### src/rtl/jtag_axi_arbiter.sv
`default_nettype none
// ============================================================================
// Module      : jtag_axi_arbiter (with amba_axi_pkg)
// Description : 2:1 AXI4 arbiter sharing one downstream master port between
//               the JTAG-AXI bridge (m0) and a second requester (m1). Write and
//               read paths are arbitrated independently, one outstanding
//               transaction per path.
// Revision    : 1.0 - initial release
// ============================================================================

package amba_axi_pkg;

   localparam int AXI_ID_W   = 4;
   localparam int AXI_ADDR_W = 32;
   localparam int AXI_DATA_W = 32;
   localparam int AXI_USER_W = 1;

   localparam logic [1:0] AXI_RESP_OKAY   = 2'b00;
   localparam logic [1:0] AXI_RESP_EXOKAY = 2'b01;
   localparam logic [1:0] AXI_RESP_SLVERR = 2'b10;
   localparam logic [1:0] AXI_RESP_DECERR = 2'b11;

   typedef struct packed {
      logic [AXI_ID_W-1:0]     awid;
      logic [AXI_ADDR_W-1:0]   awaddr;
      logic [7:0]              awlen;
      logic [2:0]              awsize;
      logic [1:0]              awburst;
      logic [AXI_USER_W-1:0]   awuser;
      logic                    awvalid;
      logic [AXI_DATA_W-1:0]   wdata;
      logic [AXI_DATA_W/8-1:0] wstrb;
      logic                    wlast;
      logic [AXI_USER_W-1:0]   wuser;
      logic                    wvalid;
      logic                    bready;
      logic [AXI_ID_W-1:0]     arid;
      logic [AXI_ADDR_W-1:0]   araddr;
      logic [7:0]              arlen;
      logic [2:0]              arsize;
      logic [1:0]              arburst;
      logic [AXI_USER_W-1:0]   aruser;
      logic                    arvalid;
      logic                    rready;
   } s_axi_mosi_t;

   typedef struct packed {
      logic                    awready;
      logic                    wready;
      logic [AXI_ID_W-1:0]     bid;
      logic [1:0]              bresp;
      logic [AXI_USER_W-1:0]   buser;
      logic                    bvalid;
      logic                    arready;
      logic [AXI_ID_W-1:0]     rid;
      logic [AXI_DATA_W-1:0]   rdata;
      logic [1:0]              rresp;
      logic                    rlast;
      logic [AXI_USER_W-1:0]   ruser;
      logic                    rvalid;
   } s_axi_miso_t;

endpackage

module jtag_axi_arbiter
   import amba_axi_pkg::*;
#(
   parameter int   ARB_MODE  = 0,
   parameter logic M0_ID_TAG = 1'b0
)(
   input  logic        clk_axi,
   input  logic        ares_axi,
   input  s_axi_mosi_t m0_mosi_i,
   output s_axi_miso_t m0_miso_o,
   input  s_axi_mosi_t m1_mosi_i,
   output s_axi_miso_t m1_miso_o,
   output s_axi_mosi_t s_mosi_o,
   input  s_axi_miso_t s_miso_i,
   output logic [1:0]  wr_owner_o,
   output logic [1:0]  rd_owner_o
);

   typedef enum logic [1:0] {
      W_IDLE = 2'd0,
      W_AW   = 2'd1,
      W_RESP = 2'd2
   } wr_state_e;

   typedef enum logic [1:0] {
      R_IDLE = 2'd0,
      R_AR   = 2'd1,
      R_DATA = 2'd2
   } rd_state_e;

   // Bits of the request bundle that belong to the write path; the rest
   // belong to the read path and follow the read owner.
   localparam s_axi_mosi_t c_wr_fields = '{
      awid: '1, awaddr: '1, awlen: '1, awsize: '1, awburst: '1, awuser: '1,
      awvalid: 1'b1, wdata: '1, wstrb: '1, wlast: 1'b1, wuser: '1,
      wvalid: 1'b1, bready: 1'b1, default: '0
   };

   // Select 0 = m0, 1 = m1. On a tie, fixed priority favours m0, round-robin
   // favours the requester named by the pointer.
   function automatic logic f_pick(input logic req0, input logic req1, input logic ptr);
      if (req0 && req1) begin
         return (ARB_MODE == 1) ? 1'b0 : ptr;
      end
      return req1;
   endfunction

   wr_state_e   wr_state_q, wr_state_d;
   rd_state_e   rd_state_q, rd_state_d;
   logic        wr_sel_q, wr_sel_d;
   logic        rd_sel_q, rd_sel_d;
   logic        wr_rr_q, wr_rr_d;
   logic        rd_rr_q, rd_rr_d;
   logic        aw_done_q, aw_done_d;
   logic        w_done_q, w_done_d;
   logic        wid_msb_q, wid_msb_d;
   logic        rid_msb_q, rid_msb_d;

   s_axi_mosi_t w_wr_mosi;
   s_axi_mosi_t w_rd_mosi;
   logic        w_wr_tag;
   logic        w_rd_tag;
   logic        w_wr_busy;
   logic        w_rd_busy;

   logic        w_s_awvalid, w_s_wvalid, w_s_bready;
   logic        w_up_awready, w_up_wready, w_up_bvalid;
   logic        w_aw_hs, w_wl_hs;
   logic        w_s_arvalid, w_s_rready;
   logic        w_up_arready, w_up_rvalid;

   // Payload and ID tag follow the registered owner of each path.
   assign w_wr_mosi  = wr_sel_q ? m1_mosi_i : m0_mosi_i;
   assign w_rd_mosi  = rd_sel_q ? m1_mosi_i : m0_mosi_i;
   assign w_wr_tag   = wr_sel_q ? ~M0_ID_TAG : M0_ID_TAG;
   assign w_rd_tag   = rd_sel_q ? ~M0_ID_TAG : M0_ID_TAG;
   assign w_wr_busy  = (wr_state_q != W_IDLE);
   assign w_rd_busy  = (rd_state_q != R_IDLE);
   assign wr_owner_o = w_wr_busy ? (wr_sel_q ? 2'b10 : 2'b01) : 2'b00;
   assign rd_owner_o = w_rd_busy ? (rd_sel_q ? 2'b10 : 2'b01) : 2'b00;

   // State registers for both paths.
   always_ff @(posedge clk_axi or negedge ares_axi) begin
      if (!ares_axi) begin
         wr_state_q <= W_IDLE;
         rd_state_q <= R_IDLE;
         wr_sel_q   <= 1'b0;
         rd_sel_q   <= 1'b0;
         wr_rr_q    <= 1'b0;
         rd_rr_q    <= 1'b0;
         aw_done_q  <= 1'b0;
         w_done_q   <= 1'b0;
         wid_msb_q  <= 1'b0;
         rid_msb_q  <= 1'b0;
      end else begin
         wr_state_q <= wr_state_d;
         rd_state_q <= rd_state_d;
         wr_sel_q   <= wr_sel_d;
         rd_sel_q   <= rd_sel_d;
         wr_rr_q    <= wr_rr_d;
         rd_rr_q    <= rd_rr_d;
         aw_done_q  <= aw_done_d;
         w_done_q   <= w_done_d;
         wid_msb_q  <= wid_msb_d;
         rid_msb_q  <= rid_msb_d;
      end
   end

   // Write path: arbitration, AW/W pass-through with sticky completion flags, B routing.
   always_comb begin
      wr_state_d   = wr_state_q;
      wr_sel_d     = wr_sel_q;
      wr_rr_d      = wr_rr_q;
      aw_done_d    = aw_done_q;
      w_done_d     = w_done_q;
      wid_msb_d    = wid_msb_q;
      w_s_awvalid  = 1'b0;
      w_s_wvalid   = 1'b0;
      w_s_bready   = 1'b0;
      w_up_awready = 1'b0;
      w_up_wready  = 1'b0;
      w_up_bvalid  = 1'b0;
      w_aw_hs      = 1'b0;
      w_wl_hs      = 1'b0;
      case (wr_state_q)
         W_IDLE: begin
            if (m0_mosi_i.awvalid || m1_mosi_i.awvalid) begin
               wr_sel_d   = f_pick(m0_mosi_i.awvalid, m1_mosi_i.awvalid, wr_rr_q);
               wr_state_d = W_AW;
            end
         end
         W_AW: begin
            // AW and W run side by side so slaves that wait for both valids make progress.
            w_s_awvalid  = w_wr_mosi.awvalid & ~aw_done_q;
            w_up_awready = s_miso_i.awready & ~aw_done_q;
            w_s_wvalid   = w_wr_mosi.wvalid & ~w_done_q;
            w_up_wready  = s_miso_i.wready & ~w_done_q;
            w_aw_hs      = w_s_awvalid & s_miso_i.awready;
            w_wl_hs      = w_s_wvalid & s_miso_i.wready & w_wr_mosi.wlast;
            if (w_aw_hs) begin
               aw_done_d = 1'b1;
               wid_msb_d = w_wr_mosi.awid[AXI_ID_W-1];
            end
            if (w_wl_hs) begin
               w_done_d = 1'b1;
            end
            if ((aw_done_q || w_aw_hs) && (w_done_q || w_wl_hs)) begin
               wr_state_d = W_RESP;
            end
         end
         W_RESP: begin
            w_up_bvalid = s_miso_i.bvalid;
            w_s_bready  = w_wr_mosi.bready;
            if (s_miso_i.bvalid && w_wr_mosi.bready) begin
               wr_state_d = W_IDLE;
               aw_done_d  = 1'b0;
               w_done_d   = 1'b0;
               wr_rr_d    = ~wr_sel_q;
            end
         end
         default: begin
            wr_state_d = W_IDLE;
         end
      endcase
   end

   // Read path: arbitration, AR pass-through, R burst routing until rlast.
   always_comb begin
      rd_state_d   = rd_state_q;
      rd_sel_d     = rd_sel_q;
      rd_rr_d      = rd_rr_q;
      rid_msb_d    = rid_msb_q;
      w_s_arvalid  = 1'b0;
      w_s_rready   = 1'b0;
      w_up_arready = 1'b0;
      w_up_rvalid  = 1'b0;
      case (rd_state_q)
         R_IDLE: begin
            if (m0_mosi_i.arvalid || m1_mosi_i.arvalid) begin
               rd_sel_d   = f_pick(m0_mosi_i.arvalid, m1_mosi_i.arvalid, rd_rr_q);
               rd_state_d = R_AR;
            end
         end
         R_AR: begin
            w_s_arvalid  = w_rd_mosi.arvalid;
            w_up_arready = s_miso_i.arready;
            if (w_rd_mosi.arvalid && s_miso_i.arready) begin
               rid_msb_d  = w_rd_mosi.arid[AXI_ID_W-1];
               rd_state_d = R_DATA;
            end
         end
         R_DATA: begin
            w_up_rvalid = s_miso_i.rvalid;
            w_s_rready  = w_rd_mosi.rready;
            if (s_miso_i.rvalid && w_rd_mosi.rready && s_miso_i.rlast) begin
               rd_state_d = R_IDLE;
               rd_rr_d    = ~rd_sel_q;
            end
         end
         default: begin
            rd_state_d = R_IDLE;
         end
      endcase
   end

   // Output muxing: downstream request from the owners, responses routed back with the ID MSB restored.
   always_comb begin
      s_mosi_o         = s_axi_mosi_t'((w_wr_mosi & c_wr_fields) | (w_rd_mosi & ~c_wr_fields));
      s_mosi_o.awid    = {w_wr_tag, w_wr_mosi.awid[AXI_ID_W-2:0]};
      s_mosi_o.arid    = {w_rd_tag, w_rd_mosi.arid[AXI_ID_W-2:0]};
      s_mosi_o.awvalid = w_s_awvalid;
      s_mosi_o.wvalid  = w_s_wvalid;
      s_mosi_o.bready  = w_s_bready;
      s_mosi_o.arvalid = w_s_arvalid;
      s_mosi_o.rready  = w_s_rready;

      m0_miso_o         = s_miso_i;
      m0_miso_o.awready = 1'b0;
      m0_miso_o.wready  = 1'b0;
      m0_miso_o.bvalid  = 1'b0;
      m0_miso_o.arready = 1'b0;
      m0_miso_o.rvalid  = 1'b0;
      m0_miso_o.bid     = {wid_msb_q, s_miso_i.bid[AXI_ID_W-2:0]};
      m0_miso_o.rid     = {rid_msb_q, s_miso_i.rid[AXI_ID_W-2:0]};
      m1_miso_o         = m0_miso_o;

      if (w_wr_busy) begin
         if (wr_sel_q) begin
            m1_miso_o.awready = w_up_awready;
            m1_miso_o.wready  = w_up_wready;
            m1_miso_o.bvalid  = w_up_bvalid;
         end else begin
            m0_miso_o.awready = w_up_awready;
            m0_miso_o.wready  = w_up_wready;
            m0_miso_o.bvalid  = w_up_bvalid;
         end
      end
      if (w_rd_busy) begin
         if (rd_sel_q) begin
            m1_miso_o.arready = w_up_arready;
            m1_miso_o.rvalid  = w_up_rvalid;
         end else begin
            m0_miso_o.arready = w_up_arready;
            m0_miso_o.rvalid  = w_up_rvalid;
         end
      end
   end

endmodule
`default_nettype wire
### config.mk
export PLATFORM = sky130hd
export DESIGN_NAME = jtag_axi_arbiter
export DESIGN_NICKNAME = d
export VERILOG_FILES = /design/src/rtl/jtag_axi_arbiter.sv
export SDC_FILE = /design/constraint.sdc
export NUM_CORES = 1
export LEC_CHECK = 0
export BUFFER_PORTS_ARGS = -buffer_cell sky130_fd_sc_hd__clkbuf_2
export CELL_PAD_IN_SITES_DETAIL_PLACEMENT = 1
export CELL_PAD_IN_SITES_GLOBAL_PLACEMENT = 2
export CORE_AREA = 2 2 229 231
export DETAILED_ROUTE_END_ITERATION = 10
export DIE_AREA = 0 0 231 233
export PLACE_DENSITY_LB_ADDON = 0.1
export REMOVE_ABC_BUFFERS = 1
export SLEW_MARGIN = 20
export SYNTH_ARGS = -nofsm -noshare
export SYNTH_HDL_FRONTEND = slang
export SYNTH_SLANG_ARGS = --single-unit
### constraint.sdc
create_clock -name clk_axi -period 2.5 [get_ports clk_axi]
set_clock_uncertainty 0.1 [all_clocks]
set_input_delay 0 -clock clk_axi [delete_from_list [all_inputs] [get_ports clk_axi]]
set_output_delay 0 -clock clk_axi [all_outputs]
set_load 0.01 [all_outputs]
==> results of run 1 <==
-- registers in the layout, indices dropped and copies added, names as in the netlist --
register	count
rid_msb_q	1
wr_rr_q	1
wr_sel_q	1
wr_state_q	2
rd_sel_q	1
rd_rr_q	1
aw_done_q	1
rd_state_q	2
wid_msb_q	1
w_done_q	1
-- worst register-to-register path, delay by kind of cell (launching register included) --
kind / cells / cell delay (ns)
AOI/OAI and AO/OA: 2 / 0.23
buffers and inverters: 2 / 0.90
DFF: 1 / 0.74
-- Yosys cell counts (all sizes together) --
cell type	count	area, um^2
mux2	139	1570
inv	5	18.8
nand2	6	22.5
o2bb2ai	1	8.76
o32ai	2	25.0
nor2b	1	6.26
o31ai	1	7.51
a31oi	2	12.5
and3b	1	8.76
nand3b	1	7.51
nor3	6	35.0
dfrtp	12	300
a21bo	1	10.0
and4b	1	10.0
nor3b	3	22.5
buf	254	1920
and4	1	8.76
a21oi	3	15.0
nor2	16	60.1
and3	2	12.5
nand2b	3	18.8
mux2i	6	67.6
o22ai	1	6.26
o21ai	2	10.0
nand4bb	1	11.3
a21o	1	7.51
o21ba	1	10.0
and2	2	12.5
o31a	1	8.76
-- where the power goes --
group          internal (uW)  leakage, uW  switching [uW]
Sequential               290     0.000139             245
Clock                    242    0.0000442            96.5
Combinational           1840      0.00291            1950
-- repair_timing --
item | CTS | global route
setup endpoints to repair | 0 | 0
endpoints found under the hold margin | 104 | 0
hold buffers | 53 | 0
resized for setup | 0 | 0
buffers inserted | 0 | 0
-- layout make-up --
| class | instances | area, um^2 | area share [%] |
|---|---|---|---|
| Antenna cell | 3 | 7.51 | 0.122 |
| Clock buffer | 4 | 88.8 | 1.45 |
| Inverter | 5 | 18.8 | 0.306 |
| Multi-Input combinational cell | 205 | 1990 | 32.5 |
| Sequential cell | 12 | 305 | 4.98 |
| Tap cell | 680 | 851 | 13.9 |
| Timing Repair Buffer | 513 | 2870 | 46.8 |
-- placed cells by master (no fill, tap or decap), drive strengths merged --
master,netlist,final
o21ba,1,1
nand2,6,6
o21ai,2,2
a31oi,2,2
nand2b,3,3
a21bo,1,1
dfrtp,12,12
buf,254,4
nand3b,1,1
mux2i,6,6
inv,5,5
and4b,1,1
nor2,16,16
and3b,1,1
o31a,1,1
o32ai,2,2
and2,2,2
nor2b,1,1
and3,2,2
o31ai,1,1
dlygate4sd3,0,53
o2bb2ai,1,1
a21oi,3,3
nor3b,3,3
nand4bb,1,1
and4,1,1
clkbuf,0,460
mux2,139,139
diode,0,3
a21o,1,1
nor3,6,6
o22ai,1,1
-- worst paths after layout --
path                            slack, ns           from  cells past startpoint             to
worst max register to register       0.47       wr_sel_q                      4       wr_sel_q
max in group asynchronous            1.88       ares_axi                      2       wr_sel_q
worst min register to register       0.41  rd_state_q[1]                      1  rd_state_q[0]
min in group asynchronous            0.12       ares_axi                      2        wr_rr_q
worst min-delay path                 0.01  m0_mosi_i[51]                      3      rid_msb_q
worst max-delay path                 0.46       wr_sel_q                      3  s_mosi_o[121]
-- kinds of logic after synthesis --
kind of cell | count (synthesis) | share of synthesized area (%)
buffers and inverters | 259 | 45.8
AO/OA/AOI/OAI | 16 | 2.87
AND/OR/NAND/NOR | 44 | 5.59
flip-flops | 12 | 7.09
multiplexers | 145 | 38.7
-- per-layer routing --
layer,GRT usage [%],vias to the layer above,wire [um]
li1,-,1897,-
met1,12.3,1962,11900
met2,17.8,268,14700
met3,5.34,12,3610
met4,1.07,6,127
met5,0,-,34
-- stage by stage --
| step | hold slack [ns] | std cells | setup TNS [ns] | utilization [%] | setup slack (ns) |
|---|---|---|---|---|---|
| after CTS | 0.0236 | 1419 | 0 | 12.0 | 0.397 |
| final | 0.0103 | 1422 | 0 | 12.0 | 0.462 |
| after global routing | 0.0459 | 1421 | 0 | 12.0 | 0.307 |
| after global placement | -0.146 | 1362 | 0 | 10.8 | 0.641 |
| after detailed placement | -0.155 | 1362 | 0 | 10.8 | 0.663 |
| after floorplan | -0.396 | 222 | -46.67 | - | -0.876 |
==> parameters.txt, run 1 <==
Parameter                              Value

Power and ir drop
  Static leakage power    about 0.0031 uW
  Final total power    around 4700 uW
  Peak supply drop    267 uV
  Power Dens Cells    roughly 760 mW/mm^2

Final layout
  Fraction of final layout cells with drive strength greater than 1    a little over 80%
  Fill cell instance count of the final layout    6204
  Final non-filler cell area    slightly above 0.006 mm^2
  Area overhead of the layout relative to synthesis    44.9%
  Layout net count    about 1.1k

GRT
  Vias in the first global route    4549
  Antenna violations before repair    5
  Pin count of the biggest net entering global routing    52
  First-pass GRT wire length    39.2 mm
  GRT overflow    0
  Total track usage    between 10% and 20%

Placed design
  Area after DPL    0.00551 mm^2
  Placer Congestion    0.730
  HPWL after detailed placement    approximately 27 mm
  IO Port Bufs    about 460

Job
  Number of max-cap violations    0

Critical path
  Sort of element at the start of the critical path    flop
  Data required, critical path    about 2.4 ns
  Type of destination of the critical path    output pin
  Buf/Inv on CP    2
  Slowest CP cell    sky130_fd_sc_hd__dfrtp_4
  Kind of critical path    flop to output pin
  Worst-path cell chain    buf_4 > mux2_2 > clkbuf_2
  Worst path max stage delay    0.74 ns
  Arrival time at the worst endpoint    1.94 ns
  Critical path's top delay family    flip-flops
  Crit-path max FO    32

Clock network
  TritonCTS clock tree    built
  Clock Tree Root    sky130_fd_sc_hd__clkbuf_16
  TritonCTS sink count    12
  Clock latency at the later pin of the worst-skew pair    between 0.2 and 0.25 ns
  Cts bufs inserted    3
  Register clock-pin slew on the reported worst setup and hold paths    approximately 0.05 ns
  H-tree levels    1
  Largest buffer count on any clock path    2

Yosys
  Post-synthesis sequential element count    12
  Number of standard cells after synthesis    approximately 480
  Average cell area after synthesis    roughly 8.9 um^2
  Number of warnings issued by yosys    0
  Area of the mapped netlist    0.00423 mm^2
  Share of the yosys chip area belonging to registers    ~7.1%
  Number of distinct library cells after synthesis    35

Floorplanning
  Top Ports    approximately 590
  Total core area    ~0.051 mm^2
  Standard-cell rows    just over 80
  Initial Utilization    ~8.3%
  Overall die area    ~0.054 mm^2
  Die Span X    ~230 um
  Vertical die dimension    ~230 um

STA
  Unrepaired setup endpoints after global routing    false
  Count of final setup violators    0
  Shortest period the worst path allows    about 2 ns
  Count of pins over their slew limit    0
  Final Hold Violating Endpoints    0
  Rel. slew slack    slightly above 60%
  Post-route clock period utilization    81.5%
  Maximum frequency from static timing analysis    just under 500 MHz
  Actual slew at the worst max-slew pin    0.563 ns

Routing
  Routed vias    a little over 4k
  Iter 0 DRT Violations    ~110
  Number of vias per cell    2.91
  DRC violation count after routing    0
  Post-detailed-route wirelength per cell    between 20 and 25 um
  Drt pass-1 iters    4
  Total Routed Length    30.4 mm
  Antenna viol nets, final    0

Run status
  Outcome    completed

Hold path
  Type of the most critical hold path    primary input to flop
Note: power is estimated with default switching activity, not from simulation.
==> run 2: changes to the inputs <==
--- a/config.mk
+++ b/config.mk
@@ -8,9 +8,9 @@
 export BUFFER_PORTS_ARGS = -buffer_cell sky130_fd_sc_hd__clkbuf_2
 export CELL_PAD_IN_SITES_DETAIL_PLACEMENT = 1
 export CELL_PAD_IN_SITES_GLOBAL_PLACEMENT = 2
-export CORE_AREA = 2 2 229 231
+export CORE_AREA = 2 2 230 232
 export DETAILED_ROUTE_END_ITERATION = 10
-export DIE_AREA = 0 0 231 233
+export DIE_AREA = 0 0 232 234
 export PLACE_DENSITY_LB_ADDON = 0.1
 export REMOVE_ABC_BUFFERS = 1
 export SLEW_MARGIN = 20
==> constraint.sdc (replaced) <==
create_clock -name clk_axi -period 2.05 [get_ports clk_axi]
set_clock_uncertainty 0.1 [all_clocks]
set_input_delay 0 -clock clk_axi [delete_from_list [all_inputs] [get_ports clk_axi]]
set_output_delay 0 -clock clk_axi [all_outputs]
set_load 0.01 [all_outputs]
==> run 2 against run 1 <==
Effect of this change: count of clock-buffer cells in the layout shrank 1; sequential power grew 4.3%; sequential share of layout area is essentially flat; critical path depth is the same; global-route usage shrank 0.27 points; core utilization shrank 0.18 points; routed wire length shrank 1.6%; non-clock buffer count grew 1; clock power grew 7.4%; register-to-register slack lost 0.22 ns; worst hold slack gained 0.024 ns; power grew 21%; largest cell class unchanged; highest routed layer unchanged.
==> parameters.txt, run 2 (same netlist as run 1, synthesis figures left out) <==
Parameter                              Value

Final layout
  Most frequent standard cell in the layout excluding fill and tap cells    sky130_fd_sc_hd__clkbuf_2 (unchanged)
  Most frequent cells in the layout    sky130_fd_sc_hd__clkbuf_2 (456), sky130_fd_sc_hd__mux2_2 (138), sky130_fd_sc_hd__dlygate4sd3_1 (53) (unchanged)
  Area overhead of the layout relative to synthesis    45.2% (was 44.9%)
  Fraction of final layout cells with drive strength greater than 1    82.5% (unchanged)
  Final cell count without fillers    1430 (was 1422)
  Layout net count    1081 (was 1080)
  Final non-filler cell area    0.00615 mm^2 (was 0.00613 mm^2)
  Fill cell instance count of the final layout    6290 (was 6204)
  Largest registers    rd_state_q (2), wr_state_q (2) (unchanged)

Placed design
  Placer Congestion    0.766 (was 0.730)
  Post-Place Worst Slack    0.408 ns (was 0.663 ns)
  IO Port Bufs    456 (unchanged)
  Placed Cells    1371 (was 1362)
  Area after DPL    0.00554 mm^2 (was 0.00551 mm^2)
  HPWL after detailed placement    26.9 mm (was 27.3 mm)

Routing
  Antenna viol nets, final    0 (unchanged)
  Routed vias    4204 (was 4145)
  Post-detailed-route wirelength per cell    20.9 um (was 21.4 um)
  Number of vias per cell    2.94 (was 2.91)
  Total Routed Length    29.9 mm (was 30.4 mm)
  Total length of routed met3 wires    3.35 mm (was 3.61 mm)
  Drt pass-1 iters    4 (unchanged)
  Highest Signal Layer    met5 (unchanged)
  Wire length on met2    14.8 mm (was 14.7 mm)
  Routed met1 length    11.5 mm (was 11.9 mm)
  DRC violation count after routing    0 (unchanged)
  Iter 0 DRT Violations    61 (was 106)

Hold path
  Hold path endpoint    wid_msb_q (was rid_msb_q)
  Critical hold path startpoint    m1_mosi_i[142] (was m0_mosi_i[51])
  Cell count of the worst hold path    3 (unchanged)
  Type of the most critical hold path    primary input to flop (unchanged)

Critical path
  Type of destination of the critical path    output pin (unchanged)
  RR Endpoint    wr_rr_q (was wr_sel_q)
  Sort of element at the start of the critical path    flop (unchanged)
  Worst reg2reg startpoint    wr_sel_q (unchanged)
  Length in cells of the worst reg-to-reg path    3 (was 4)
  Reg-to-reg setup timing slack    0.25 ns (was 0.47 ns)
  Data required, critical path    1.95 ns (was 2.40 ns)
  Crit-path max FO    25 (was 32)
  Kind of critical path    flop to output pin (unchanged)
  Arrival time at the worst endpoint    1.74 ns (was 1.94 ns)

Job
  Number of max-cap violations    0 (unchanged)

GRT
  GRT overflow    0 (unchanged)
  Vias in the first global route    4458 (was 4549)
  First-pass GRT wire length    38.3 mm (was 39.2 mm)
  Antenna violations before repair    4 (was 5)
  Pin count of the biggest net entering global routing    47 (was 52)
  Total track usage    10.3% (was 10.5%)

Floorplanning
  Top Ports    591 (unchanged)
  Standard-cell rows    84 (was 83)
  Initial Utilization    8.14% (was 8.29%)
  Total core area    0.0520 mm^2 (was 0.0511 mm^2)
  Vertical die dimension    234 um (was 233 um)
  Die Span X    232 um (was 231 um)
  Overall die area    0.0543 mm^2 (was 0.0538 mm^2)

STA
  Shortest period the worst path allows    between 1.5 and 2 ns
  Final worst-path setup slack    0.212 ns (was 0.462 ns)
  Unrepaired setup endpoints after global routing    false (unchanged)
  Final Hold Violating Endpoints    0 (unchanged)
  Maximum frequency from static timing analysis    roughly 540 MHz
  Actual slew at the worst max-slew pin    0.509 ns (was 0.563 ns)
  Count of pins over their slew limit    0 (unchanged)
  Post-route clock period utilization    between 80% and 90%
  Final TNS setup    0 ns (unchanged)
  Rel. slew slack    65.9% (was 62.3%)
  Count of final setup violators    0 (unchanged)

Run status
  Outcome    completed (unchanged)

Clock network
  Cts bufs inserted    3 (unchanged)
  Clock Tree Root    sky130_fd_sc_hd__clkbuf_16 (unchanged)
  Post-CTS setup-driven buffer insertion count    0 (unchanged)
  Quantity of hold-fixing buffers added after cts    53 (unchanged)
  TritonCTS sink count    12 (unchanged)
  Clock latency at the later pin of the worst-skew pair    0.24 ns (about the same)
  Largest buffer count on any clock path    2 (unchanged)
  Quantity of gates resized following cts    0 (unchanged)
  H-tree levels    1 (unchanged)
  TritonCTS clock tree    built (unchanged)
  Register clock-pin slew on the reported worst setup and hold paths    0.04 ns (was 0.05 ns)

Power and ir drop
  Peak supply drop    269 uV (was 267 uV)
  Final total power    5670 uW (was 4670 uW)
  Power Dens Cells    922 mW/mm^2 (was 761 mW/mm^2)
  Static leakage power    0.00309 uW (about the same)
-- run 2: worst max path at each step --
stage / start / end / cells after the start
global placement: wr_sel_q / s_mosi_o[117] / 3
finish: wr_sel_q / s_mosi_o[117] / 3
global route: wr_sel_q / s_mosi_o[117] / 3
detailed placement: wr_sel_q / s_mosi_o[117] / 3
floorplan: wr_sel_q / wr_state_q[0] / 3
CTS: wr_sel_q / s_mosi_o[117] / 3
-- run 2: through the flow --
step	util, %	hold WS [ns]
after CTS	11.8	0.0406
after floorplan	-	-0.396
after detailed placement	10.6	-0.153
after global routing	11.8	0.0538
final	11.8	0.0343
after global placement	10.6	-0.142
-- run 2: worst max-delay path, cell delays in order (launching register included) --
cell                       delay, ns
sky130_fd_sc_hd__dfrtp_4        0.56
sky130_fd_sc_hd__buf_4          0.37
sky130_fd_sc_hd__mux2_2         0.41
sky130_fd_sc_hd__clkbuf_2       0.14
-- run 2: final cells by class --
| cell class | count | area (um^2) | share of cell area (%) |
|---|---|---|---|
| timing repair buffer | 514 | 2890 | 47.0 |
| multi-input combinational | 205 | 1990 | 32.4 |
| sequential | 12 | 305 | 4.96 |
| clock buffer | 3 | 75.1 | 1.22 |
| tap | 688 | 861 | 14.0 |
| inverter | 5 | 18.8 | 0.305 |
| antenna | 3 | 7.51 | 0.122 |
-- run 2: power breakdown --
group	internal, uW	switching (uW)	leakage, uW
Sequential	356	202	0.000139
Clock	255	109	0.0000370
Combinational	2290	2460	0.00292
-- run 2: layer usage --
metal,vias up,global-route usage [%]
met5,-,0.714
met4,8,1.14
met3,12,4.96
met2,268,17.9
met1,2020,11.6
li1,1896,-
==> run 3: changes to the inputs <==
--- a/config.mk
+++ b/config.mk
@@ -8,9 +8,9 @@
 export BUFFER_PORTS_ARGS = -buffer_cell sky130_fd_sc_hd__clkbuf_2
 export CELL_PAD_IN_SITES_DETAIL_PLACEMENT = 1
 export CELL_PAD_IN_SITES_GLOBAL_PLACEMENT = 2
-export CORE_AREA = 2 2 230 232
+export CORE_AREA = 2 2 228 230
 export DETAILED_ROUTE_END_ITERATION = 10
-export DIE_AREA = 0 0 232 234
+export DIE_AREA = 0 0 230 232
 export PLACE_DENSITY_LB_ADDON = 0.1
 export REMOVE_ABC_BUFFERS = 1
 export SLEW_MARGIN = 20
==> constraint.sdc (replaced) <==
create_clock -name clk_axi -period 1.5 [get_ports clk_axi]
set_clock_uncertainty 0.1 [all_clocks]
set_input_delay 0 -clock clk_axi [delete_from_list [all_inputs] [get_ports clk_axi]]
set_output_delay 0 -clock clk_axi [all_outputs]
set_load 0.01 [all_outputs]
==> run 3 against run 2 <==
Effect of this change: first-iteration DRC count grew 72%; critical endpoint is now s_mosi_o[38]; cell count grew 3.5%; core utilization up 4.3 points; worst hold slack lost 0.037 ns; die area fell by 1.7%; via count up 5.4%; clock power increased by 57%; highest routed layer unchanged; critical path depth grew 2; setup slack lost 0.43 ns; the run now ends with hold timing, setup timing left.
==> parameters.txt, run 3 (same netlist as run 1, synthesis figures left out) <==
Parameter                              Value

Power and ir drop
  Cell-internal power    7820 uW (was 2900 uW)
  Share of power burned in registers    5.5% (was 9.8%)
  Relative contribution of combinational cells to total power    90.1% (was 83.8%)
  Static leakage power    0.00398 uW (was 0.00309 uW)
  Power Dens Cells    1580 mW/mm^2 (was 922 mW/mm^2)
  Net load switching power    5130 uW (was 2770 uW)
  Proportion of total power due to net switching    39.6% (was 48.9%)
  Part of the total power dissipated in the clock network    4.4% (was 6.4%)
  Peak supply drop    409 uV (was 269 uV)

STA
  Maximum frequency from static timing analysis    581 MHz
  Unrepaired setup endpoints after global routing    true (was false)
  Final TNS setup    -20.17 ns (was 0 ns)
  Actual slew at the worst max-slew pin    0.546 ns (was 0.509 ns)
  Count of pins over their slew limit    0 (unchanged)
  Final Hold Violating Endpoints    1 (was 0)
  Final-layout worst hold slack    -0.00292 ns (was 0.0343 ns)
  Post-route clock period utilization    115%
  Rel. slew slack    63.5% (was 65.9%)
  Count of final setup violators    152 (was 0)
  Shortest period the worst path allows    approximately 1.7 ns
  Final worst-path setup slack    -0.220 ns (was 0.212 ns)

Routing
  DRC violation count after routing    0 (unchanged)
  Iter 0 DRT Violations    105 (was 61)
  Drt pass-1 iters    4 (unchanged)
  Routed met1 length    13.3 mm (was 11.5 mm)
  Total Routed Length    32.7 mm (was 29.9 mm)
  Highest Signal Layer    met5 (unchanged)
  Total length of routed met3 wires    3.03 mm (was 3.35 mm)
  Routed vias    4429 (was 4204)
  Post-detailed-route wirelength per cell    22.1 um (was 20.9 um)
  Antenna viol nets, final    0 (unchanged)
  Number of vias per cell    2.99 (was 2.94)
  Wire length on met2    16.3 mm (was 14.8 mm)

Final layout
  Fraction of final layout cells with drive strength greater than 1    88.7% (was 82.5%)
  Most frequent standard cell in the layout excluding fill and tap cells    sky130_fd_sc_hd__clkbuf_2 (unchanged)
  Layout net count    1137 (was 1081)
  Largest registers    rd_state_q (2), wr_state_q (2) (unchanged)
  Area overhead of the layout relative to synthesis    93.4% (was 45.2%)
  Fill cell instance count of the final layout    6038 (was 6290)
  Most frequent cells in the layout    sky130_fd_sc_hd__clkbuf_2 (352), sky130_fd_sc_hd__mux2_2 (98), sky130_fd_sc_hd__buf_6 (85) (was sky130_fd_sc_hd__clkbuf_2 (456), sky130_fd_sc_hd__mux2_2 (138), sky130_fd_sc_hd__dlygate4sd3_1 (53))
  Final non-filler cell area    0.00819 mm^2 (was 0.00615 mm^2)
  Final core area utilization    16.1% (was 11.8%)

Placed design
  Placer Congestion    0.736 (was 0.766)
  IO Port Bufs    456 (unchanged)
  Area after DPL    0.00561 mm^2 (was 0.00554 mm^2)
  HPWL after detailed placement    27.0 mm (was 26.9 mm)

Clock network
  TritonCTS clock tree    built (unchanged)
  Clock Tree Root    sky130_fd_sc_hd__clkbuf_16 (unchanged)
  TritonCTS sink count    12 (unchanged)
  Register clock-pin slew on the reported worst setup and hold paths    0.05 ns (was 0.04 ns)
  Largest buffer count on any clock path    2 (unchanged)
  Clock latency at the later pin of the worst-skew pair    0.24 ns (about the same)
  H-tree levels    1 (unchanged)
  Cts bufs inserted    3 (unchanged)

Hold path
  Type of the most critical hold path    primary input to flop (unchanged)
  Cell count of the worst hold path    4 (was 3)

Run status
  Outcome    finished, violations left (was completed)
  Violations in the final reports    hold timing, setup timing

Critical path
  Type of destination of the critical path    output pin (unchanged)
  Sort of element at the start of the critical path    flop (unchanged)
  Crit-path max FO    5 (was 25)
  Data required, critical path    1.40 ns (was 1.95 ns)
  Kind of critical path    flop to output pin (unchanged)
  Length in cells of the worst reg-to-reg path    5 (was 3)
  Arrival time at the worst endpoint    1.62 ns (was 1.74 ns)

Floorplanning
  Standard-cell rows    83 (was 84)
  Total core area    0.0509 mm^2 (was 0.0520 mm^2)
  Vertical die dimension    232 um (was 234 um)
  Top Ports    591 (unchanged)
  Die Span X    230 um (was 232 um)
  Overall die area    0.0534 mm^2 (was 0.0543 mm^2)
  Initial Utilization    8.32% (was 8.14%)

GRT
  First-pass GRT wire length    41.9 mm (was 38.3 mm)
  Pin count of the biggest net entering global routing    21 (was 47)
  Antenna violations before repair    6 (was 4)
  Vias in the first global route    4718 (was 4458)
  GRT overflow    0 (unchanged)
  Total track usage    11.4% (was 10.3%)

Job
  Number of max-cap violations    0 (unchanged)
run 3: cell types whose count changed in the layout (fill, tap and decap cells not counted), moves of 16 or more:
cell                       previous run  this run
sky130_fd_sc_hd__buf_12               3        19
sky130_fd_sc_hd__buf_4                2        20
sky130_fd_sc_hd__buf_6                0        85
sky130_fd_sc_hd__buf_8                0        20
sky130_fd_sc_hd__clkbuf_2           456       352
sky130_fd_sc_hd__mux2_2             138        98
sky130_fd_sc_hd__mux2_4               1        41
run 3: critical path, cell delays in order (launching register included):
cell	delay, ns
sky130_fd_sc_hd__dfrtp_4	0.53
sky130_fd_sc_hd__buf_12	0.16
sky130_fd_sc_hd__buf_8	0.13
sky130_fd_sc_hd__buf_16	0.14
sky130_fd_sc_hd__mux2_4	0.30
sky130_fd_sc_hd__buf_8	0.12
run 3: metal layers:
metal	GRT usage, %	vias up
met5	0	-
met4	0.968	2
met3	4.47	4
met2	19.7	240
met1	13.8	2168
li1	-	2015
run 3: final cells by class:
type	instances	area [um^2]	area share, %
Inverter	5	26.3	0.321
Timing Repair Buffer	570	4540	55.5
Antenna cell	4	10.0	0.122
Multi-Input combinational cell	205	2360	28.8
Clock buffer	4	88.8	1.08
Tap cell	680	851	10.4
Sequential cell	12	310	3.79
run 3: metrics by stage:
step,hold WS [ns],setup slack (ns),power [uW],cells
after floorplan,-0.396,-1.88,3700,222
final,-0.00292,-0.220,12900,1480
after global placement,-0.152,0.00684,7470,1374
after detailed placement,-0.154,-0.0157,7340,1374
after CTS,0.00143,-0.220,11800,1470
after global routing,0.0290,-0.247,13800,1479
run 3: repair_timing:
action | CTS | global route
pin swaps | 7 | 11
hold buffers | 50 | 0
setup endpoints to repair | 151 | 165
resized for setup | 126 | 275
gates cloned | 17 | 3
endpoints found under the hold margin | 103 | 0
buffers inserted | 25 | 9
run 3: final timing paths:
path / start / end / slack [ns]
max reg2reg: rd_sel_q / rd_rr_q / -0.15
min in group asynchronous: ares_axi / rd_rr_q / 0.12
min: s_miso_i[41] / rd_state_q[0] / -0.003
min reg2reg: rd_rr_q / rd_rr_q / 0.41
max: rd_sel_q / s_mosi_o[38] / -0.22
max in group asynchronous: ares_axi / wr_sel_q / 0.87
run 3: power groups by stage:
stage	registers, uW	logic [uW]	clock network (uW)
floorplan	1060	2640	0
global placement	745	6720	0
detailed placement	737	6600	0
CTS	722	10500	589
global route	738	12400	606
finish	709	11700	572
